==> config.mk <==
export PLATFORM = sky130hd
export DESIGN_NAME = team_id_capture
export DESIGN_NICKNAME = d
export VERILOG_FILES = /design/src/rtl/team_id_pkg.sv /design/src/rtl/team_id_sync2.sv /design/src/rtl/team_id_capture.sv
export SDC_FILE = /design/constraint.sdc
export NUM_CORES = 1
export LEC_CHECK = 0
export CAP_MARGIN = 20
export CORE_ASPECT_RATIO = 0.75
export CORE_MARGIN = 10
export CORE_UTILIZATION = 57
export CTS_BUF_LIST = sky130_fd_sc_hd__clkbuf_16
export CTS_CLUSTER_SIZE = 24
export DETAILED_ROUTE_END_ITERATION = 16
export PLACE_DENSITY = 0.78
export SETUP_SLACK_MARGIN = 0.4
export SLEW_MARGIN = 15
export SYNTH_ARGS = -nofsm -noshare
export SYNTH_HDL_FRONTEND = slang
export SYNTH_SLANG_ARGS = --single-unit
==> constraint.sdc <==
create_clock -name mclk -period 3.3 [get_ports mclk]
set_input_delay 0.495 -clock mclk [delete_from_list [all_inputs] [get_ports mclk]]
set_output_delay 0.495 -clock mclk [all_outputs]
set_load 0.02 [all_outputs]
==> src/rtl/team_id_pkg.sv <==
// team_id_pkg: shared FSM state type and frame field constants for team ID capture
package team_id_pkg;
  typedef enum logic [2:0] {IDLE, SYNC, ID, CHK, DRAIN} state_t;
  localparam int SYNC_LEN = 8;
  localparam int ID_LEN = 16;
  localparam int CHK_LEN = 8;
  localparam logic [7:0] DEF_SYNC_BYTE = 8'hA5;
  function automatic logic [4:0] field_last(input state_t s);
    return s == ID ? 5'(ID_LEN - 1) : s == SYNC ? 5'(SYNC_LEN - 1) : 5'(CHK_LEN - 1);
  endfunction
endpackage

==> src/rtl/team_id_sync2.sv <==
// team_id_sync2: 2-flop synchronizer with configurable reset level
module team_id_sync2 #(
  parameter logic RST_VAL = 1'b0
) (
  input  logic clk,
  input  logic rst,
  input  logic d,
  output logic q
);
  logic meta;
  always_ff @(posedge clk or posedge rst)
    if (rst) {q, meta} <= {2{RST_VAL}};
    else {q, meta} <= {meta, d};
endmodule

==> src/rtl/team_id_capture.sv <==
// team_id_capture: parses radio team ID frames and latches the validated ID
module team_id_capture
  import team_id_pkg::*;
#(
  parameter logic [7:0]  SYNC_BYTE   = DEF_SYNC_BYTE,
  parameter logic [15:0] TIMEOUT_CYC = 16'd4096,
  parameter logic [15:0] DEFAULT_ID  = 16'h0000
) (
  input  logic        mclk,
  input  logic        puc_rst,
  input  logic        radio_sclk,
  input  logic        radio_sdata,
  input  logic        radio_cs_n,
  output logic [15:0] team_id_out,
  output logic        team_id_valid,
  output logic        frame_err,
  output logic [7:0]  err_count
);
  logic sclk_s, sdata_s, cs_n_s, sclk_d, cs_n_d;
  logic sclk_rise, cs_fall, last, active, tmo_hit, done, accept, bit_rej, abort;
  logic [15:0] sh, sh_n, shadow, tmo;
  logic [4:0] cnt;
  state_t state, state_n;
  team_id_sync2 #(.RST_VAL(1'b0)) u_sclk (.clk(mclk), .rst(puc_rst), .d(radio_sclk), .q(sclk_s));
  team_id_sync2 #(.RST_VAL(1'b0)) u_sdata (.clk(mclk), .rst(puc_rst), .d(radio_sdata), .q(sdata_s));
  team_id_sync2 #(.RST_VAL(1'b1)) u_cs_n (.clk(mclk), .rst(puc_rst), .d(radio_cs_n), .q(cs_n_s));
  assign sclk_rise = sclk_s & ~sclk_d;
  assign cs_fall = cs_n_d & ~cs_n_s;
  assign sh_n = {sh[14:0], sdata_s};
  assign last = cnt == field_last(state);
  assign active = state inside {SYNC, ID, CHK};
  assign tmo_hit = (tmo == TIMEOUT_CYC) & ~sclk_rise;
  assign done = sclk_rise & last & (state == CHK);
  assign accept = done & (sh_n[7:0] == (shadow[15:8] ^ shadow[7:0]));
  assign bit_rej = (done & ~accept) | (sclk_rise & last & (state == SYNC) & (sh_n[7:0] != SYNC_BYTE));
  // a bit landing together with cs_n high is processed first; only a completed frame escapes the abort
  assign abort = active & (cs_n_s | tmo_hit) & ~done & ~bit_rej;
  always_comb begin
    state_n = state;
    if (abort) state_n = IDLE;
    else if (bit_rej | done) state_n = DRAIN;
    else if (state == IDLE && cs_fall) state_n = SYNC;
    else if (state == SYNC && sclk_rise && last) state_n = ID;
    else if (state == ID && sclk_rise && last) state_n = CHK;
    else if (state == DRAIN && cs_n_s) state_n = IDLE;
  end
  always_ff @(posedge mclk or posedge puc_rst)
    if (puc_rst) begin
      state <= IDLE;
      sclk_d <= 1'b0;
      cs_n_d <= 1'b1;
      sh <= '0;
      shadow <= '0;
      cnt <= '0;
      tmo <= '0;
      team_id_out <= DEFAULT_ID;
      team_id_valid <= 1'b0;
      frame_err <= 1'b0;
      err_count <= '0;
    end else begin
      state <= state_n;
      sclk_d <= sclk_s;
      cs_n_d <= cs_n_s;
      frame_err <= bit_rej | abort;
      tmo <= (!active || sclk_rise) ? '0 : tmo + 1'b1;
      cnt <= (state_n != state) ? '0 : (sclk_rise && active) ? cnt + 1'b1 : cnt;
      if (sclk_rise && active) sh <= sh_n;
      if (state == ID && sclk_rise && last) shadow <= sh_n;
      if (accept) begin
        team_id_out <= shadow;
        team_id_valid <= 1'b1;
      end
      if ((bit_rej | abort) && err_count != 8'hFF) err_count <= err_count + 1'b1;
    end
endmodule

Word level (Yosys, flattened, before mapping)
Index checks and enable logic that the tools add are counted.

Register bits after elaboration: 89. Bits of input ports: 5. Output and inout bits: 26. Word-level logic and storage cells: 76.

$add $sub $neg: 3. Equal/unequal tests: 10. Multiplexer cells: 10. Bitwise gates (word level): 23. Reduce and logical (&&, ||, !) cells: 13.

Operator list (number): 3-bit 2-to-1 mux (6); 16-bit by 1-bit adder with 16-bit output (second input constant) (1); 16-bit by 13-bit == test with 1-bit output (second input constant) (1); 16-bit 2-to-1 mux (1); 8-bit != test (second input constant) (2); 1-bit bitwise AND (12); 5-bit 2-to-1 mux (2); 8-bit by 1-bit adder with 8-bit output (second input constant) (1); 8-bit == test (1); 1-bit logical AND (8); 8-bit XOR (1); 3-bit by 2-bit == test with 1-bit output (second input constant) (2); 1-bit NOT (6); 5-bit by 1-bit adder with 5-bit output (second input constant) (1); 5-bit by 4-bit == test with 1-bit output (1); 4-bit 2-to-1 mux (1); 1-bit bitwise OR (4); 3-bit by 1-bit == test with 1-bit output (second input constant) (1); 3-bit == test (second input constant) (1); 3-bit zero test (1); 3-bit != test (1); 3-bit nonzero test (1); 2-bit nonzero test (1); 1-bit zero test (1); 1-bit logical OR (1).

Logic depth before layout (Yosys ltp)
Gate-level depths: netlist (run 1).

Depth in word-level cells: 14. Gate-level depth with buffers: 8. Gate-level depth less buffers: 8.

By module
Synthesis (run 1) repeated with hierarchy kept, for this count alone.

Cells, all modules: 301. Area, all modules: 3947.5 um^2.

Modules (own cells, without submodules): team_id_capture (times used 1, cells each 292, area an instance 3783.6 um^2, sequential area each 2078.2 um^2); team_id_sync2 (u_sclk ...) (times used 2, cells each 3, area an instance 53.8 um^2, sequential area each 50.0 um^2); team_id_sync2 (u_cs_n) (times used 1, cells each 3, area an instance 56.3 um^2, sequential area each 52.6 um^2).

Worst setup path after synthesis (run 1)
Ideal clock, no wire load.

Kind: flip-flop to flip-flop. Start: register state[2]. End: register team_id_out[10]. Library setup time: 0.125 ns. Data arrival time: 2.051 ns. Required time: 3.175 ns. Path slack: 1.125 ns. Stages on the path, launching flop included: 7. Buffers on the path: 1. Clock period less this slack: 2.175 ns. Cells stage by stage: dfrtp_1 nor4b_4 nand3_1 or4_4 nor3_4 buf_6 mux2_2.

Cells in the longest elaborated chain, start to end: 6. Elaborated cells between the ends (all ways): 7. Those cells by class: eq/ne (3); mux (1); bitwise (3).

Ends and longest elaborated chain: from (decl) (RTL line team_id_capture.sv:23) `state_t state, state_n;`; from (signal assigned) (RTL line team_id_capture.sv:61) `state <= state_n;`; 3-bit by 2-bit == test with 1-bit output (RTL line team_id_pkg.sv:9) `return s == ID ? 5'(ID_LEN - 1) : s == SYNC ? 5'(SYNC_LEN - 1) : 5'(CHK_LEN - 1);`; 4-bit 2-to-1 mux (RTL line team_id_pkg.sv:9); 5-bit by 4-bit == test with 1-bit output (RTL line team_id_capture.sv:30) `assign last = cnt == field_last(state);`; 1-bit bitwise AND (RTL line team_id_capture.sv:33) `assign done = sclk_rise & last & (state == CHK);`; 1-bit bitwise AND (*) (RTL line team_id_capture.sv:33); 1-bit bitwise AND (*) (RTL line team_id_capture.sv:34) `assign accept = done & (sh_n[7:0] == (shadow[15:8] ^ shadow[7:0]));`; to (signal assigned) (RTL line team_id_capture.sv:70) `team_id_out <= shadow;`; to (decl) (RTL line team_id_capture.sv:14) `output logic [15:0] team_id_out,`.

Mark *: on every way between the ends. The rest lies on a longest branch, timed or not. A chain may end at the register's enable or synchronous reset.

Worst setup path after layout (run 1)
Start: register cnt[0]. End: register err_count[1].

Cells in the longest elaborated chain, start to end: 11. Elaborated cells between the ends (all ways): 15. Those cells by class: eq/ne (1); bitwise (13); reduce/logical (1).

Ends and longest elaborated chain: from (decl) (RTL line team_id_capture.sv:22) `logic [4:0] cnt;`; from (signal assigned) (RTL line team_id_capture.sv:66) `cnt <= (state_n != state) ? '0 : (sclk_rise && active) ? cnt + 1'b1 : cnt;`; 5-bit by 4-bit == test with 1-bit output (*) (RTL line team_id_capture.sv:30); 1-bit bitwise AND (*) (RTL line team_id_capture.sv:33, team_id_capture.sv:35); 1-bit bitwise AND (RTL line team_id_capture.sv:33); 1-bit bitwise AND (RTL line team_id_capture.sv:34); 1-bit NOT (RTL line team_id_capture.sv:35) `assign bit_rej = (done & ~accept) | (sclk_rise & last & (state == SYNC) & (sh_n[7:0] != SYNC_BYTE));`; 1-bit bitwise AND (RTL line team_id_capture.sv:35); 1-bit bitwise OR (RTL line team_id_capture.sv:35); 1-bit NOT (RTL line team_id_capture.sv:37) `assign abort = active & (cs_n_s | tmo_hit) & ~done & ~bit_rej;`; 1-bit bitwise AND (RTL line team_id_capture.sv:37); 1-bit bitwise OR (*) (RTL line team_id_capture.sv:73) `if ((bit_rej | abort) && err_count != 8'hFF) err_count <= err_count + 1'b1;`; 1-bit logical AND (*) (RTL line team_id_capture.sv:73); to (signal assigned) (RTL line team_id_capture.sv:73); to (decl) (RTL line team_id_capture.sv:17) `output logic [7:0] err_count`.

Marked as above.

==> results.rst, run 1 <==
.. list-table::
   :header-rows: 1

   * - Metric
     - Value
   * - Number of endpoints failing setup at the final stage
     - 0
   * - Area Growth Syn to Fin
     - 18.2%
   * - Clock-pin transition on the worst setup and hold timing paths
     - 0.07 ns
   * - Drt wl/cell
     - 17.3 um
   * - Setup bufs post-CTS
     - 0
   * - Critical path class
     - reg2reg
   * - Final layout net count
     - 342
   * - Aggregate global routing overflow
     - 0
   * - Number of inserted filler cells in the final layout
     - 474
   * - Int Pwr
     - 1.97 mW
   * - Dominant register cell in the synthesized netlist
     - sky130_fd_sc_hd__dfrtp_1
   * - Number of placed instances with taps included
     - 403
   * - Max Root-Sink Buffers
     - 2
   * - Synth cell count leaders
     - sky130_fd_sc_hd__dfrtp_1, sky130_fd_sc_hd__mux2_2, sky130_fd_sc_hd__nor2_1
   * - # Max-Cap Violations
     - 0
   * - Slew margin rel.
     - 48.6%
   * - Seq/Total Area, Yosys
     - 58.6%
   * - Total leakage power
     - 2.11 nW
   * - TritonCTS clock tree
     - built
   * - Root buffer selected by CTS
     - sky130_fd_sc_hd__clkbuf_16
   * - Total Die Area
     - 10400 sq um
   * - Antenna-violating nets left
     - 0
   * - Top-area cell type share of the netlist area
     - 56.5%
   * - RSZ-0062 raised after global routing
     - no
   * - Inserted Clock Buffers
     - 9
   * - Synthesis warning total
     - 0
   * - Quantity of hold-fixing buffers added after cts
     - 0
   * - Count of flip-flops with a built-in enable after synthesis
     - 0
   * - Combinational family with the most area after synthesis
     - multiplexers
   * - Adder and majority cell fraction of the synthesized area
     - 1.31%
   * - First-pass detailed-route iteration total
     - 4
   * - Quantity of I/O buffers inserted on ports
     - 30
   * - Largest net degree at the start of global routing
     - 47
   * - Post-synthesis compound-gate area fraction
     - 1.38%
   * - Final critical-path share of the clock period
     - 80.1%
   * - Per-instance average area after synthesis
     - 13.0 sq um
   * - Maximum level of the CTS H-tree
     - 3
   * - Nature of the critical path startpoint
     - flip-flop
   * - Critical path required time
     - 3.52 ns
   * - Slew at the pin closest to its max-slew limit
     - 0.770 ns
   * - Simple-gate share of the synthesized area
     - 13.6%
   * - Cell depth of the worst flop-to-flop path
     - 8
   * - Maximum ir drop on the vdd rail
     - 0.348 mV
   * - Antenna diode count
     - 0
   * - Final non-filler cell total
     - 419
   * - Multiplexer fraction of the synthesized cell area
     - 14.2%
   * - Post-detailed-route via-to-cell ratio
     - 5.64
   * - Via count of the first global-routing pass
     - 2375
   * - Fraction of power consumed by the clock network
     - 33.6%
   * - Clock Skew
     - 0.0110 ns
   * - Cell taking the most area after synthesis
     - sky130_fd_sc_hd__dfrtp_1
   * - Area of the core
     - 6380 sq um
   * - Standard-cell rows
     - 25
   * - Cell depth of the worst min-delay path
     - 0
   * - Xor/xnor cell area share of the yosys netlist
     - 9.43%
   * - Worst Path Max Fanout
     - 19
   * - Gp weighted congestion
     - 0.800
   * - Initial antenna violation count
     - 0
   * - Max Clock Freq
     - 378 MHz
   * - Starting Density
     - 59.7%
   * - Cell with the most instances after synthesis
     - sky130_fd_sc_hd__dfrtp_1
   * - Switching power summed over all nets
     - 0.834 mW
   * - Biggest area contributors in the synthesized netlist
     - sky130_fd_sc_hd__dfrtp_1, sky130_fd_sc_hd__mux2_2, sky130_fd_sc_hd__xor2_1
   * - TritonCTS Sinks
     - 89
   * - Count of mapped cells out of synthesis
     - 294
   * - Post-route DRC
     - 0
   * - Arrival time at the worst endpoint
     - 2.87 ns
   * - Global-route total usage across every layer
     - 14.3%
   * - Total length of routed wires
     - 7250 um
   * - Status
     - complete, no violations
   * - Number of gates resized after cts
     - 0
   * - Async set-reset flop share out of synthesis
     - 100%
   * - Share of power burned in combinational logic
     - 18.4%
   * - Half-perimeter wire length after placement
     - 5000 um
   * - Synthesized Nets
     - 303
   * - Power density cells
     - 622 nW/um^2
   * - Number of DRC markers after the initial detailed-route iteration
     - 109
   * - Floorplan die width
     - 114 um
   * - Post-layout min period
     - 2.64 ns
   * - Netlist cell types
     - 34
   * - Post-Syn Area
     - 3810 sq um
   * - Sequential fraction of design power
     - 48.0%
   * - Crit end category
     - flip-flop
   * - Pins over their slew limit
     - 0
   * - Hold WC Path Type
     - reg2reg
   * - Switching power share of the total
     - 29.8%
   * - Aggregate negative setup slack
     - 0 ns
   * - Via Count
     - 2364
   * - Worst-Skew Late Latency
     - 0.33 ns
   * - Hold Fails Final Rpt
     - 0
   * - Layout cell share with drive strength beyond 1
     - 23.4%
   * - Wire length of the first global-routing pass
     - 12100 um
   * - Chip height
     - 90.8 um
   * - I/O pin cnt
     - 31
   * - FF+latch count, synth
     - 89
==> path summary, 6_finish.rpt <==
path	from	to	slack, ns
worst min register to register	u_sclk.meta	u_sclk.q	0.35
worst min-delay path	u_sclk.meta	u_sclk.q	0.35
min in group asynchronous	puc_rst	team_id_out[7]	0.61
worst max-delay path	cnt[0]	err_count[1]	0.66
worst max register to register	cnt[0]	err_count[1]	0.66
max in group asynchronous	puc_rst	sh[0]	2.01
==> critical path, cell delays in order (launching register included) <==
cell and delay (ns):
sky130_fd_sc_hd__dfrtp_1 0.40, sky130_fd_sc_hd__ha_1 0.22, sky130_fd_sc_hd__and4b_1 0.26, sky130_fd_sc_hd__nand3_1 0.10, sky130_fd_sc_hd__or4_4 0.44, sky130_fd_sc_hd__nor3_4 0.37, sky130_fd_sc_hd__buf_4 0.33, sky130_fd_sc_hd__nor3_1 0.11
sky130_fd_sc_hd__mux2_2 0.30
==> layout make-up <==
type / count / area, sq um / share of cell area (%)
multi-input combinational: 193 / 1520 / 33.8
clock inverter: 7 / 51.3 / 1.14
inverter: 5 / 20.0 / 0.445
tap: 81 / 101 / 2.25
clock buffer: 9 / 225 / 5.00
sequential: 89 / 2230 / 49.6
timing repair buffer: 35 / 350 / 7.78
==> registers in the layout (all words and copies together), names as in the netlist <==
signal         flops
u_cs_n.q           1
u_sdata.meta       1
team_id_valid      1
team_id_out       16
u_cs_n.meta        1
cnt                5
u_sclk.q           1
u_sdata.q          1
sh                15
tmo               16
u_sclk.meta        1
shadow            16
err_count          8
cs_n_d             1
sclk_d             1
state              3
frame_err          1
==> power by group through the flow <==
stage               clock [mW]  combinational [mW]  sequential (mW)
floorplan                    0               0.313             1.36
CTS                      0.961               0.523             1.34
global route              1.00               0.570             1.36
detailed placement           0               0.515             1.36
finish                   0.941               0.515             1.34
global placement             0               0.496             1.35
==> layer usage <==
metal	up-vias	part of all wire (%)	track usage, %
met5	-	0	0
met4	0	0.99	4.38
met3	7	6.5	4.65
met2	64	45	20.1
met1	1189	48	20.4
li1	1104	-	-
==> cell usage in the layout (no fill, tap or decap), types with 2 or more instances in the layout <==
cell type | Yosys | final
sky130_fd_sc_hd__nor3_1 | 4 | 3
sky130_fd_sc_hd__clkinv_2 | 0 | 2
sky130_fd_sc_hd__xnor2_1 | 18 | 18
sky130_fd_sc_hd__dfrtp_1 | 86 | 86
sky130_fd_sc_hd__buf_4 | 0 | 4
sky130_fd_sc_hd__nand2_1 | 11 | 11
sky130_fd_sc_hd__ha_1 | 4 | 4
sky130_fd_sc_hd__inv_1 | 5 | 4
sky130_fd_sc_hd__clkdlybuf4s50_1 | 0 | 30
sky130_fd_sc_hd__mux2_2 | 47 | 47
sky130_fd_sc_hd__and3_1 | 7 | 7
sky130_fd_sc_hd__nand4_1 | 7 | 7
sky130_fd_sc_hd__nand2b_1 | 2 | 2
sky130_fd_sc_hd__xor2_1 | 23 | 23
sky130_fd_sc_hd__nor4_1 | 5 | 5
sky130_fd_sc_hd__nor3b_1 | 2 | 2
sky130_fd_sc_hd__nor2_1 | 29 | 29
sky130_fd_sc_hd__and4_1 | 2 | 2
sky130_fd_sc_hd__a21oi_1 | 3 | 3
sky130_fd_sc_hd__o21ai_0 | 2 | 2
sky130_fd_sc_hd__dfstp_2 | 3 | 3
sky130_fd_sc_hd__nand3_1 | 12 | 12
sky130_fd_sc_hd__inv_6 | 0 | 3
sky130_fd_sc_hd__nor4b_1 | 4 | 4
sky130_fd_sc_hd__clkbuf_16 | 0 | 9
==> cell families after synthesis <==
logic type | count (synthesis)
buf+inv | 12
compound gates | 8
simple gates | 92
xor+xnor | 41
mux | 48
fa+ha+maj | 4
flops | 89
==> through the flow <==
step / hold slack (ns) / power, mW / setup WS (ns) / cell area [sq um] / utilization [%]
3_5_place_dp: 0.335 / 1.87 / 0.698 / 4230 / 66.2
5_1_grt: 0.359 / 2.94 / 0.489 / 4500 / 70.5
4_1_cts: 0.349 / 2.83 / 0.645 / 4500 / 70.5
2_1_floorplan: 0.331 / 1.67 / 0.503 / 3810 / -
3_3_place_gp: 0.335 / 1.84 / 0.801 / 4230 / 66.2
6_report: 0.348 / 2.80 / 0.656 / 4500 / 70.5
Power figures use the tool's default switching activity.
==> run 2: changes to the inputs <==
Clock period 3.3 ns to 2.8 ns, I/O delays scaled along.
==> results.rst, run 2 (synthesis results as in run 1) <==
.. list-table::
   :header-rows: 1

   * - Metric
     - Value
   * - Number of DRC markers after the initial detailed-route iteration
     - 133 (was 109)
   * - Hold WC Path Type
     - reg2reg (unchanged)
   * - Antenna diode count
     - 0 (unchanged)
   * - Total Die Area
     - 10400 sq um (unchanged)
   * - Post-route DRC
     - 0 (unchanged)
   * - Slew margin rel.
     - 48.4% (was 48.6%)
   * - Quantity of I/O buffers inserted on ports
     - 30 (unchanged)
   * - Post-detailed-route via-to-cell ratio
     - 5.56 (was 5.64)
   * - Overall power of the completed layout
     - 3.45 mW (was 2.80 mW)
   * - Gp weighted congestion
     - 0.783 (was 0.800)
   * - Slew at the pin closest to its max-slew limit
     - 0.772 ns (was 0.770 ns)
   * - Half-perimeter wire length after placement
     - 4950 um (was 5000 um)
   * - Clock-pin transition on the worst setup and hold timing paths
     - 0.06 ns (was 0.07 ns)
   * - Antenna-violating nets left
     - 0 (unchanged)
   * - Final critical-path share of the clock period
     - 85.9% (was 80.1%)
   * - Drt wl/cell
     - 17.6 um (was 17.3 um)
   * - Nature of the critical path startpoint
     - flip-flop (unchanged)
   * - Most frequent cells in the layout
     - sky130_fd_sc_hd__dfrtp_1, sky130_fd_sc_hd__mux2_2, sky130_fd_sc_hd__clkdlybuf4s50_1, sky130_fd_sc_hd__nor2_1, sky130_fd_sc_hd__xor2_1 (unchanged)
   * - Final non-filler cell total
     - 430 (was 419)
   * - Finished layout cell area
     - 4730 sq um (was 4500 sq um)
   * - Post-layout min period
     - 2.40 ns (was 2.64 ns)
   * - Worst Setup Slack, final
     - 0.396 ns (was 0.656 ns)
   * - Floorplan die width
     - 114 um (unchanged)
   * - Max Root-Sink Buffers
     - 2 (unchanged)
   * - First-pass detailed-route iteration total
     - 4 (unchanged)
   * - Chip height
     - 90.8 um (unchanged)
   * - Hold Fails Final Rpt
     - 0 (unchanged)
   * - Largest net degree at the start of global routing
     - 35 (was 47)
   * - Number of inserted filler cells in the final layout
     - 444 (was 474)
   * - Via count of the first global-routing pass
     - 2388 (was 2375)
   * - Arrival time at the worst endpoint
     - 2.62 ns (was 2.87 ns)
   * - Area Growth Syn to Fin
     - 24.1% (was 18.2%)
   * - Maximum level of the CTS H-tree
     - 3 (unchanged)
   * - TritonCTS Sinks
     - 89 (unchanged)
   * - Most frequent standard cell in the layout excluding fill and tap cells
     - sky130_fd_sc_hd__dfrtp_1 (unchanged)
   * - Inserted Clock Buffers
     - 9 (unchanged)
   * - Power density cells
     - 729 nW/um^2 (was 622 nW/um^2)
   * - Final layout net count
     - 353 (was 342)
   * - Maximum ir drop on the vdd rail
     - 0.455 mV (was 0.348 mV)
   * - Number of placed instances with taps included
     - 406 (was 403)
   * - Hold Slack
     - 0.347 ns (was 0.348 ns)
   * - Wire length of the first global-routing pass
     - 12200 um (was 12100 um)
   * - RSZ-0062 raised after global routing
     - yes (was no)
   * - Pins over their slew limit
     - 0 (unchanged)
   * - I/O pin cnt
     - 31 (unchanged)
   * - Instance area at placement
     - 4280 sq um (was 4230 sq um)
   * - Total leakage power
     - 2.20 nW (was 2.11 nW)
   * - Starting Density
     - 59.7% (unchanged)
   * - Layout cell share with drive strength beyond 1
     - 27.8% (was 23.4%)
   * - Pre-CTS setup slack
     - 0.373 ns (was 0.698 ns)
   * - Worst Path Max Fanout
     - 10 (was 19)
   * - Crit end category
     - flip-flop (unchanged)
   * - Status
     - complete, no violations (unchanged)
   * - Critical path required time
     - 3.01 ns (was 3.52 ns)
   * - Max Clock Freq
     - 416 MHz (was 378 MHz)
   * - Aggregate global routing overflow
     - 0 (unchanged)
   * - Standard-cell rows
     - 25 (unchanged)
   * - Total length of routed wires
     - 7580 um (was 7250 um)
   * - TritonCTS clock tree
     - built (unchanged)
   * - Core Util, Final
     - 74.1% (was 70.5%)
   * - Global-route total usage across every layer
     - 14.3% (about the same)
   * - Via Count
     - 2389 (was 2364)
   * - Worst-Skew Late Latency
     - 0.33 ns (about the same)
   * - Clock Skew
     - 0.00552 ns (was 0.0110 ns)
   * - Initial antenna violation count
     - 0 (unchanged)
   * - Worst flop-to-flop path startpoint
     - cnt[0] (unchanged)
   * - Start point of the worst hold path
     - u_sclk.meta (unchanged)
   * - Critical path class
     - reg2reg (unchanged)
   * - Quantity of hold-fixing buffers added after cts
     - 0 (unchanged)
   * - Top flop regs
     - shadow x16, team_id_out x16, tmo x16 (unchanged)
   * - Root buffer selected by CTS
     - sky130_fd_sc_hd__clkbuf_16 (unchanged)
   * - Number of endpoints failing setup at the final stage
     - 0 (unchanged)
   * - Aggregate negative setup slack
     - 0 ns (unchanged)
   * - # Max-Cap Violations
     - 0 (unchanged)
   * - Critical path launch point
     - cnt[0] (unchanged)
   * - Area of the core
     - 6380 sq um (unchanged)
-- run 2: changes by cell type in the layout (fill, tap and decap cells not counted), sizes merged --
cell	previous run	this run
bufinv	0	2
clkbuf	9	10
inv	7	4
clkinv	4	5
buf	5	15
-- run 2: worst paths after layout --
path | cells past startpoint | end | slack [ns]
worst max-delay path | 8 | team_id_out[13] | 0.40
worst min-delay path | 0 | u_sclk.q | 0.35
worst max register to register | 8 | team_id_out[13] | 0.40
worst min register to register | 0 | u_sclk.q | 0.35
max in group asynchronous | 3 | cs_n_d | 1.58
min in group asynchronous | 2 | tmo[5] | 0.58
-- run 2: worst max-delay path, cell delays in order (launching register included) --
cell and delay [ns]:
sky130_fd_sc_hd__dfrtp_1 0.39, sky130_fd_sc_hd__ha_2 0.20, sky130_fd_sc_hd__and4b_2 0.28, sky130_fd_sc_hd__nand3_2 0.09, sky130_fd_sc_hd__or4_4 0.45, sky130_fd_sc_hd__nor3_4 0.26
sky130_fd_sc_hd__buf_6 0.16, sky130_fd_sc_hd__buf_12 0.13, sky130_fd_sc_hd__mux2_2 0.34
-- run 2: layout make-up --
cell class	count	area (sq um)	area share (%)
clock buffers	9	225	4.76
inverters	5	22.5	0.476
flip-flops and latches	89	2230	47.2
repair buffers	46	487	10.3
clock inverters	7	85.1	1.80
well taps	81	101	2.14
multi-input cells	193	1580	33.3
-- run 2: what timing repair did --
action | 4_1_cts | 5_1_grt
setup buffers | 0 | 6
pin swaps | 1 | 3
gates cloned | 0 | 2
gates resized for setup | 0 | 14
setup endpoints to repair | 13 | 19
-- run 2: power by group --
part           switching [mW]  total, mW  leakage (nW)  internal [mW]
Sequential              0.161       1.58          1.20           1.42
Combinational           0.317      0.629         0.844          0.312
Clock                   0.466       1.24         0.152          0.772
-- run 2: per-layer routing --
metal,share of wire (%),vias up,global-route usage (%)
li1,-,1128,-
met1,48,1213,20.0
met2,46,44,20.0
met3,5.6,4,6.24
met4,0.51,0,2.92
met5,0,-,0
==> run 3: changes to the inputs <==
Settings changed: PLACE_DENSITY 0.78 to 0.86.
==> results.rst, run 3 (synthesis results as in run 1) <==
.. list-table::
   :header-rows: 1

   * - Metric
     - Value
   * - Most frequent cells in the layout
     - sky130_fd_sc_hd__dfrtp_1, sky130_fd_sc_hd__mux2_2, sky130_fd_sc_hd__clkdlybuf4s50_1, sky130_fd_sc_hd__nor2_1, sky130_fd_sc_hd__xor2_1 (unchanged)
   * - Met1 Resource Use GR
     - 20.0% (about the same)
   * - Nature of the critical path startpoint
     - flip-flop (unchanged)
   * - I/O pin cnt
     - 31 (unchanged)
   * - Crit path cell chain
     - ha_1, and4b_1, nand3_1, or4_4, nor3_4, buf_6, nor3_2, mux2_2 (was ha_2, and4b_2, nand3_2, or4_4, nor3_4, buf_6, buf_12, mux2_2)
   * - Post-layout min period
     - 2.26 ns (was 2.40 ns)
   * - Area Growth Syn to Fin
     - 20.2% (was 24.1%)
   * - Drt wl/cell
     - 17.4 um (was 17.6 um)
   * - Final layout net count
     - 343 (was 353)
   * - Critical-path cell with the highest stage delay
     - sky130_fd_sc_hd__or4_4 (unchanged)
   * - Critical path required time
     - 3.03 ns (was 3.01 ns)
   * - Max Clock Freq
     - 442 MHz (was 416 MHz)
   * - Global-route total usage across every layer
     - 14.7% (was 14.3%)
   * - Instance area at placement
     - 4240 sq um (was 4280 sq um)
   * - Via Count
     - 2404 (was 2389)
   * - Finished layout cell area
     - 4580 sq um (was 4730 sq um)
   * - Total leakage power
     - 2.14 nW (was 2.20 nW)
   * - Layout cell share with drive strength beyond 1
     - 24.0% (was 27.8%)
   * - Crit end category
     - flip-flop (unchanged)
   * - Critical path class
     - reg2reg (unchanged)
   * - Status
     - complete, no violations (unchanged)
   * - Maximum ir drop on the vdd rail
     - 0.407 mV (was 0.455 mV)
   * - Slew at the pin closest to its max-slew limit
     - 0.538 ns (was 0.772 ns)
   * - Post-route DRC
     - 0 (unchanged)
   * - Half-perimeter wire length after placement
     - 4780 um (was 4950 um)
   * - Clock Skew
     - 0.00749 ns (was 0.00552 ns)
   * - Hold Slack
     - 0.356 ns (was 0.347 ns)
   * - Number of DRC markers after the initial detailed-route iteration
     - 148 (was 133)
   * - Antenna diode count
     - 0 (unchanged)
   * - Top flop regs
     - shadow x16, team_id_out x16, tmo x16 (unchanged)
   * - Starting Density
     - 59.7% (unchanged)
   * - Most frequent standard cell in the layout excluding fill and tap cells
     - sky130_fd_sc_hd__dfrtp_1 (unchanged)
   * - Antenna-violating nets left
     - 0 (unchanged)
   * - Hold WC Path Type
     - reg2reg (unchanged)
   * - Quantity of I/O buffers inserted on ports
     - 30 (unchanged)
   * - Maximum level of the CTS H-tree
     - 3 (unchanged)
   * - Cell depth of the worst flop-to-flop path
     - 8 (unchanged)
   * - Aggregate global routing overflow
     - 0 (unchanged)
   * - TritonCTS Sinks
     - 89 (unchanged)
   * - Cell depth of the worst min-delay path
     - 0 (unchanged)
   * - Final non-filler cell total
     - 419 (was 430)
   * - Arrival time at the worst endpoint
     - 2.49 ns (was 2.62 ns)
   * - Most heavily used metal layer in global routing
     - met2 (was met1)
   * - Final critical-path share of the clock period
     - 80.7% (was 85.9%)
   * - Initial antenna violation count
     - 0 (unchanged)
   * - Delay of the slowest cell on the worst path
     - 0.44 ns (was 0.45 ns)
   * - Total length of routed wires
     - 7270 um (was 7580 um)
   * - Number of endpoints failing setup at the final stage
     - 0 (unchanged)
   * - RSZ-0062 raised after global routing
     - no (was yes)
   * - Chip height
     - 90.8 um (unchanged)
   * - Via count of the first global-routing pass
     - 2498 (was 2388)
   * - Worst-Skew Late Latency
     - 0.34 ns (was 0.33 ns)
   * - Clock-pin transition on the worst setup and hold timing paths
     - 0.06 ns (about the same)
   * - # Max-Cap Violations
     - 0 (unchanged)
   * - Max Root-Sink Buffers
     - 2 (unchanged)
   * - Largest net degree at the start of global routing
     - 90 (was 35)
   * - Met2 Use GR
     - 21.0% (was 20.0%)
   * - Wire length of the first global-routing pass
     - 12500 um (was 12200 um)
   * - Pins over their slew limit
     - 0 (unchanged)
   * - Power density cells
     - 772 nW/um^2 (was 729 nW/um^2)
   * - Number of placed instances with taps included
     - 404 (was 406)
   * - Standard-cell rows
     - 25 (unchanged)
   * - Aggregate negative setup slack
     - 0 ns (unchanged)
   * - Inserted Clock Buffers
     - 9 (unchanged)
   * - Gp weighted congestion
     - 0.772 (was 0.783)
   * - First-pass detailed-route iteration total
     - 4 (unchanged)
   * - Slew margin rel.
     - 64.0% (was 48.4%)
   * - TritonCTS clock tree
     - built (unchanged)
   * - Worst Path Max Fanout
     - 17 (was 10)
   * - Hold Fails Final Rpt
     - 0 (unchanged)
   * - Floorplan die width
     - 114 um (unchanged)
   * - Post-detailed-route via-to-cell ratio
     - 5.74 (was 5.56)
   * - Root buffer selected by CTS
     - sky130_fd_sc_hd__clkbuf_16 (unchanged)
   * - Total Die Area
     - 10400 sq um (unchanged)
   * - Area of the core
     - 6380 sq um (unchanged)
   * - GR met3 Demand/Resource
     - 6.11% (was 6.24%)
-- run 3: changes by cell type in the layout (fill, tap and decap cells not counted), sizes merged --
cell | previous run | this run
buf | 15 | 6
bufinv | 2 | 3
clkbuf | 10 | 9
clkinv | 5 | 3
-- run 3: final timing paths --
path,start,slack [ns],end
max in group asynchronous,puc_rst,1.86,u_cs_n.q
hold reg to reg,u_cs_n.meta,0.36,u_cs_n.q
hold / removal,u_cs_n.meta,0.36,u_cs_n.q
min in group asynchronous,puc_rst,0.56,team_id_out[4]
setup / recovery,cnt[0],0.54,err_count[1]
setup reg to reg,cnt[0],0.54,err_count[1]
-- run 3: critical path: cells and delay by family, from the launching register on --
family / cells / cell delay [ns]
mux: 1 / 0.30
simple gates: 5 / 1.04
buf+inv: 1 / 0.21
flops: 1 / 0.39
fa+ha+maj: 1 / 0.21
-- run 3: layout make-up --
type | count | area (sq um)
sequential | 89 | 2230
fill | 427 | 1800
multi-input combinational | 193 | 1530
timing repair buffer | 36 | 362
clock buffer | 9 | 225
clock inverter | 6 | 108
tap | 81 | 101
inverter | 5 | 22.5
-- run 3: metrics by stage --
step / power, mW / setup slack, ns / utilization (%)
final: 3.54 / 0.539 / 71.8
after global placement: 2.17 / 0.508 / 66.4
after global routing: 3.70 / 0.406 / 71.8
after CTS: 3.55 / 0.473 / 71.6
after detailed placement: 2.21 / 0.385 / 66.4
after floorplan: 1.97 / 0.625 / -
-- run 3: power by group --
group / total (mW) / switching, mW / internal, mW
Combinational: 0.610 / 0.315 / 0.295
Sequential: 1.59 / 0.171 / 1.42
Clock: 1.34 / 0.477 / 0.863
Total: 3.54 / 0.963 / 2.58
-- run 3: what timing repair did --
item                                    4_1_cts  5_1_grt
gates resized for setup                       1        3
endpoints found under the setup margin        1        6
hold endpoints to repair                      0        0
hold buffers                                  0        0
setup buffers                                 0        0
-- run 3: layer usage --
layer	vias up	wire, um
met3	7	544
li1	1104	-
met4	0	60
met5	-	0
met1	1221	3430
met2	72	3240
